`src/rtl/multicycle_ctrl.sv`:
```
// multicycle_ctrl
// Multicycle control FSM for the 8-bit microprocessor datapath. Steps each
// instruction through FETCH/DECODE/EXEC/MEM/WB, drives the datapath enables
// and handshakes with a data memory that may stall. A memory that never
// acknowledges parks the controller in a sticky FAULT state.
//
// Most outputs are registered: the next-state logic also decodes the enables
// for the state being entered, so they change only on the clock edge. The
// async reset clears them at once, which also drops mem_req mid-MEM.
// The one exception is pc_we for a store. A store retires in the MEM cycle
// in which mem_ack arrives, and that cycle is known only from mem_ack itself,
// so in MEM the pc_we for a store is qualified directly by mem_ack.

module multicycle_ctrl #(
  parameter int MEM_TIMEOUT = 16,
  parameter int CNT_W       = 8
) (
  input  logic             CLK,
  input  logic             RST,
  input  logic             run,
  input  logic             step,
  input  logic [1:0]       opcode,
  input  logic             mem_ack,
  output logic             ir_we,
  output logic             pc_we,
  output logic             pc_src,
  output logic             reg_we,
  output logic             mem_to_reg,
  output logic             alu_src,
  output logic             mem_req,
  output logic             mem_we,
  output logic             busy,
  output logic             fault,
  output logic [2:0]       state,
  output logic [CNT_W-1:0] retired
);

  typedef enum logic [2:0] {
    S_IDLE   = 3'd0,
    S_FETCH  = 3'd1,
    S_DECODE = 3'd2,
    S_EXEC   = 3'd3,
    S_MEM    = 3'd4,
    S_WB     = 3'd5,
    S_FAULT  = 3'd7
  } state_t;

  localparam logic [1:0] OP_ADD   = 2'b00;
  localparam logic [1:0] OP_LW    = 2'b01;
  localparam logic [1:0] OP_SW    = 2'b10;
  localparam logic [1:0] OP_J     = 2'b11;
  localparam logic [7:0] TMO_LAST = 8'(MEM_TIMEOUT - 1);

  state_t           state_r, state_s;
  logic [1:0]       op_r, op_s;
  logic [7:0]       tmo_r, tmo_s;
  logic             retire_s;
  logic [CNT_W-1:0] retired_r;

  logic ir_we_r, pc_we_r, pc_src_r, reg_we_r, mem_to_reg_r, alu_src_r;
  logic mem_req_r, mem_we_r, busy_r, fault_r;
  logic ir_we_s, pc_we_s, pc_src_s, reg_we_s, mem_to_reg_s, alu_src_s;
  logic mem_req_s, mem_we_s, busy_s, fault_s;
  logic sw_ack_s;

  // Next state, latched opcode, timeout counter, retire strobe, and the
  // enables belonging to the state being entered.
  always_comb begin
    state_s      = state_r;
    op_s         = op_r;
    tmo_s        = tmo_r;
    retire_s     = 1'b0;
    ir_we_s      = 1'b0;
    pc_we_s      = 1'b0;
    pc_src_s     = 1'b0;
    reg_we_s     = 1'b0;
    mem_to_reg_s = 1'b0;
    alu_src_s    = 1'b0;
    mem_req_s    = 1'b0;
    mem_we_s     = 1'b0;
    busy_s       = 1'b0;
    fault_s      = 1'b0;

    case (state_r)
      S_IDLE: begin
        if (run || step) begin
          state_s = S_FETCH;
        end else begin
          state_s = S_IDLE;
        end
      end
      S_FETCH: begin
        state_s = S_DECODE;
      end
      S_DECODE: begin
        op_s    = opcode;
        state_s = S_EXEC;
      end
      S_EXEC: begin
        case (op_r)
          OP_ADD: state_s = S_WB;
          OP_LW, OP_SW: begin
            state_s = S_MEM;
            tmo_s   = 8'd0;
          end
          OP_J: begin
            retire_s = 1'b1;
            state_s  = run ? S_FETCH : S_IDLE;
          end
          default: state_s = S_IDLE;
        endcase
      end
      S_MEM: begin
        if (mem_ack) begin
          if (op_r == OP_SW) begin
            retire_s = 1'b1;
            state_s  = run ? S_FETCH : S_IDLE;
          end else begin
            state_s = S_WB;
          end
        end else if (tmo_r >= TMO_LAST) begin
          state_s = S_FAULT;
        end else begin
          tmo_s = tmo_r + 8'd1;
        end
      end
      S_WB: begin
        retire_s = 1'b1;
        state_s  = run ? S_FETCH : S_IDLE;
      end
      S_FAULT: begin
        state_s = S_FAULT;
      end
      default: begin
        state_s = S_IDLE;
      end
    endcase

    case (state_s)
      S_FETCH: ir_we_s = 1'b1;
      S_EXEC: begin
        alu_src_s = (op_s == OP_LW) || (op_s == OP_SW);
        if (op_s == OP_J) begin
          pc_we_s  = 1'b1;
          pc_src_s = 1'b1;
        end else begin
          pc_we_s  = 1'b0;
          pc_src_s = 1'b0;
        end
      end
      S_MEM: begin
        mem_req_s = 1'b1;
        mem_we_s  = (op_s == OP_SW);
      end
      S_WB: begin
        reg_we_s     = 1'b1;
        mem_to_reg_s = (op_s == OP_LW);
        pc_we_s      = 1'b1;
      end
      S_FAULT: fault_s = 1'b1;
      default: ir_we_s = 1'b0;
    endcase

    busy_s = (state_s != S_IDLE) && (state_s != S_FAULT);
  end

  // State, opcode latch, timeout counter and retired counter.
  always_ff @(posedge CLK or negedge RST) begin
    if (!RST) begin
      state_r   <= S_IDLE;
      op_r      <= 2'b00;
      tmo_r     <= 8'd0;
      retired_r <= {CNT_W{1'b0}};
    end else begin
      state_r <= state_s;
      op_r    <= op_s;
      tmo_r   <= tmo_s;
      if (retire_s) begin
        retired_r <= retired_r + {{(CNT_W-1){1'b0}}, 1'b1};
      end else begin
        retired_r <= retired_r;
      end
    end
  end

  // Registered enables, decoded for the state being entered.
  always_ff @(posedge CLK or negedge RST) begin
    if (!RST) begin
      ir_we_r      <= 1'b0;
      pc_we_r      <= 1'b0;
      pc_src_r     <= 1'b0;
      reg_we_r     <= 1'b0;
      mem_to_reg_r <= 1'b0;
      alu_src_r    <= 1'b0;
      mem_req_r    <= 1'b0;
      mem_we_r     <= 1'b0;
      busy_r       <= 1'b0;
      fault_r      <= 1'b0;
    end else begin
      ir_we_r      <= ir_we_s;
      pc_we_r      <= pc_we_s;
      pc_src_r     <= pc_src_s;
      reg_we_r     <= reg_we_s;
      mem_to_reg_r <= mem_to_reg_s;
      alu_src_r    <= alu_src_s;
      mem_req_r    <= mem_req_s;
      mem_we_r     <= mem_we_s;
      busy_r       <= busy_s;
      fault_r      <= fault_s;
    end
  end

  assign sw_ack_s   = (state_r == S_MEM) && (op_r == OP_SW) && mem_ack;
  assign ir_we      = ir_we_r;
  assign pc_we      = pc_we_r | sw_ack_s;
  assign pc_src     = pc_src_r;
  assign reg_we     = reg_we_r;
  assign mem_to_reg = mem_to_reg_r;
  assign alu_src    = alu_src_r;
  assign mem_req    = mem_req_r;
  assign mem_we     = mem_we_r;
  assign busy       = busy_r;
  assign fault      = fault_r;
  assign state      = state_r;
  assign retired    = retired_r;

endmodule

```
`config.mk`:
```
export PLATFORM = sky130hd
export DESIGN_NAME = multicycle_ctrl
export DESIGN_NICKNAME = d
export VERILOG_FILES = /design/src/rtl/multicycle_ctrl.sv
export SDC_FILE = /design/constraint.sdc
export NUM_CORES = 1
export LEC_CHECK = 0
export ABC_CLOCK_PERIOD_IN_PS = 4500
export CORE_MARGIN = 3
export CORE_UTILIZATION = 54
export DETAILED_ROUTE_END_ITERATION = 10
export GPL_ROUTABILITY_DRIVEN = 0
export GPL_TIMING_DRIVEN = 0
export PLACE_DENSITY = 0.82
export SYNTH_ARGS = -nofsm -noshare
export SYNTH_HDL_FRONTEND = slang
export SYNTH_SLANG_ARGS = --single-unit
```
`constraint.sdc`:
```
create_clock -name CLK -period 4.5 [get_ports CLK]
set_clock_uncertainty 0.2 [all_clocks]
set_input_delay 0.9 -clock CLK [delete_from_list [all_inputs] [get_ports CLK]]
set_output_delay 0.9 -clock CLK [all_outputs]
set_load 0.005 [all_outputs]
```
==> results.md <==
- Outcome: finished, final reports clean
- Crit path kind: primary input to output port
- Post-route cell area: 1860 um^2
- Max-slew violation count: 0
- Setup TNS: 0 ns
- Register area share after synthesis: 52.8%
- Synthesized area: 1470 um^2
- CTS tree: done
- Commonest cells after routing, fill and taps aside: 31 x dfrtp_1, 26 x clkdlybuf4s50_1, 9 x a21oi_1
- Area delta synth->final: 26.5%
- Post-CTS sizing: 0
- Synth area leaders: dfrtp_1 53%, ha_1 6.8%, xor2_1 4.8%, a21oi_1 3.1%, nand3_1 2.4%
- Vias in the first global route: 1,138
- Layout Nets: ~180
- H-tree levels: 2
- PortBufs: 27
- Post-DP HPWL: around 2100 um
- Post-Route WL: 2950 um
- CTS Buf Count: 5
- #FFs+latches synth: 31
- Post-CTS setup buffer count: 0
- Maximum clock rate: just under 300 MHz
- Critical-path maximum fanout: 6
- # placed instances: 192
- Gr ovfl total: 0
- Routed via count: 1,105
- P_leak: 0.842 nW
- Worst Hold Class: flip-flop to flip-flop
- Cts hold-fix bufs: 0
- Die area: 3380 um^2
- Cell seen most often among critical-path stages: clkdlybuf4s50_1
- Num rows: 18
- Worst vdd ir: 0.564 mV
- Final setup fails: 0
- Worst Path Buf+Inv: 2
- Worst path cell trace: clkdlybuf4s50_1 -> nand2_1 -> o21bai_1 -> clkdlybuf4s50_1
- Fin crit period: 3.38 ns
- Clk buf depth: 2
- Delay-heaviest family, CP: buffers and inverters
- Critical Path End Type: output port
- CORE AREA: 2520 um^2
- TritonRoute pass-1 iters: 4
- Root Buffer: clkbuf_4
- Synth top area share: 52.8%
- Initial antenna violation count: 0
- CP peak stage delay: roughly 0.58 ns
- RSZ-0062 raised after global routing: no
- Type of origin of the critical path: primary input
- Most common cell after layout, fill and taps aside: dfrtp_1
- Syn Inst Count: 135
- Worst rel slew slack: a little under three fifths
- Setup WS post-layout: 1.12 ns
- Area of placed instances: 1780 um^2
- Wire length of the first global-routing pass: approximately 5000 um
- Hold Fails Final Rpt: 0
- Reg clk slew, reported paths: 0.10 ns
- DP Worst Slack: 1.13 ns
- Die W: around 58 um
- Pwr dens: 650 nW/um^2
- Clock Sinks: 31
- Largest net degree at the start of global routing: 32
- Slowest-stage cell, CP: clkdlybuf4s50_1
- WL per Instance: between 10 and 15 um
- Post-Layout Cell Count: 200
- DRT iter0 DRCs: 43
- Max-cap viol count: 0
- Initial Utilization: 58.2%
- Syn Area/Cell: 10.9 um^2
- Worst slew pin tran: between 0.6 and 0.7 ns
- Routed vias/inst: 5.53
- Synth area leader: dfrtp_1
- Yosys cell types: 38
- Synth Net Count: 150
- Ys Warns: 0
- Clk_lat worst skew: 0.33 ns
- ANT cells: 0
- IO Pins: 28
- Die height: 58.2 um
- Total Routing Usage GR: between 15 and 20%
- DRT antenna net count: 0
- Tcrit/Tclk final: 75.1%
- Post-route DRC violation count: 0
- Share of cells above drive strength 1: between 10% and 20%
- Required @ worst endpoint: 3.40 ns
- WP data arrival: between 2 and 2.5 ns
==> through the flow <==
step                      utilization [%]  hold slack, ns  total power [W]
after detailed placement             70.4           0.273         0.000984
final                                73.7           0.281          0.00121
after global routing                 73.7           0.286          0.00130
after floorplan                         -           0.255         0.000745
after CTS                            73.9           0.286          0.00122
after global placement               70.4           0.255         0.000962
==> final timing paths <==
path | from | endpoint | slack (ns) | cells after the start
worst max register to register | state[2] | pc_we_r | 2.08 | 7
worst min-delay path | retired[7] | retired[7] | 0.28 | 1
worst min register to register | retired[7] | retired[7] | 0.28 | 1
min in group asynchronous | RST | retired[7] | 0.39 | 1
max in group asynchronous | RST | pc_we_r | 3.28 | 1
worst max-delay path | mem_ack | pc_we | 1.12 | 4
==> per-layer routing <==
layer	vias to the layer above	GRT usage (%)	wire length [um]	share of wire, %
met5	-	0	0	0
met2	34	30.2	1410	48
met3	5	6.90	170	5.8
li1	538	-	-	-
met1	528	25.0	1320	45
met4	0	8.61	45	1.5
==> where the power goes <==
group	switching, W	internal, W	total (W)
combinational	0.000254	0.000275	0.000528
sequential	0.0000781	0.000374	0.000452
clock	0.0000968	0.000131	0.000228
==> Yosys cell counts <==
cell and number:
dfrtp_1 31, a21oi_1 9, ha_1 8, xor2_1 8, inv_1 7, nand2_1 7
nand3_1 7, and2_1 4, nor2_1 4, nor3b_1 4, and3_1 3, buf_2 3
nor2b_1 3, nor3_1 3, o21ai_1 3, or3_1 3, clkbuf_1 2, mux2_2 2
nand2b_1 2, o21a_1 2, o21ai_0 2, o21bai_1 2, a21boi_0 1, a31o_1 1
and2_2 1, and3b_1 1, and4_1 1, mux2i_1 1, nand3b_1 1, nand4_1 1
o211ai_1 1, o2bb2ai_1 1, o311ai_0 1, o31a_1 1, o32a_1 1, or3b_2 1
or4_1 1, or4_4 1
==> cell families after synthesis <==
| group | synth area share [%] |
|---|---|
| AND/OR/NAND/NOR | 19.2 |
| flip-flops | 52.8 |
| XOR/XNOR | 4.77 |
| multiplexers | 2.21 |
| buffers and inverters | 3.32 |
| AO/OA/AOI/OAI | 10.9 |
| adder cells (fa/ha/maj) | 6.81 |
==> layout make-up <==
class                           count  area, um^2
Clock inverter                      2        35.0
Timing Repair Buffer               27         265
Fill cell                         186         664
Multi-Input combinational cell     92         644
Sequential cell                    31         776
Clock buffer                        6        51.3
Inverter                            7        26.3
Tap cell                           30        37.5
Buffer                              5        22.5
Note: power is estimated with default switching activity, not from simulation.
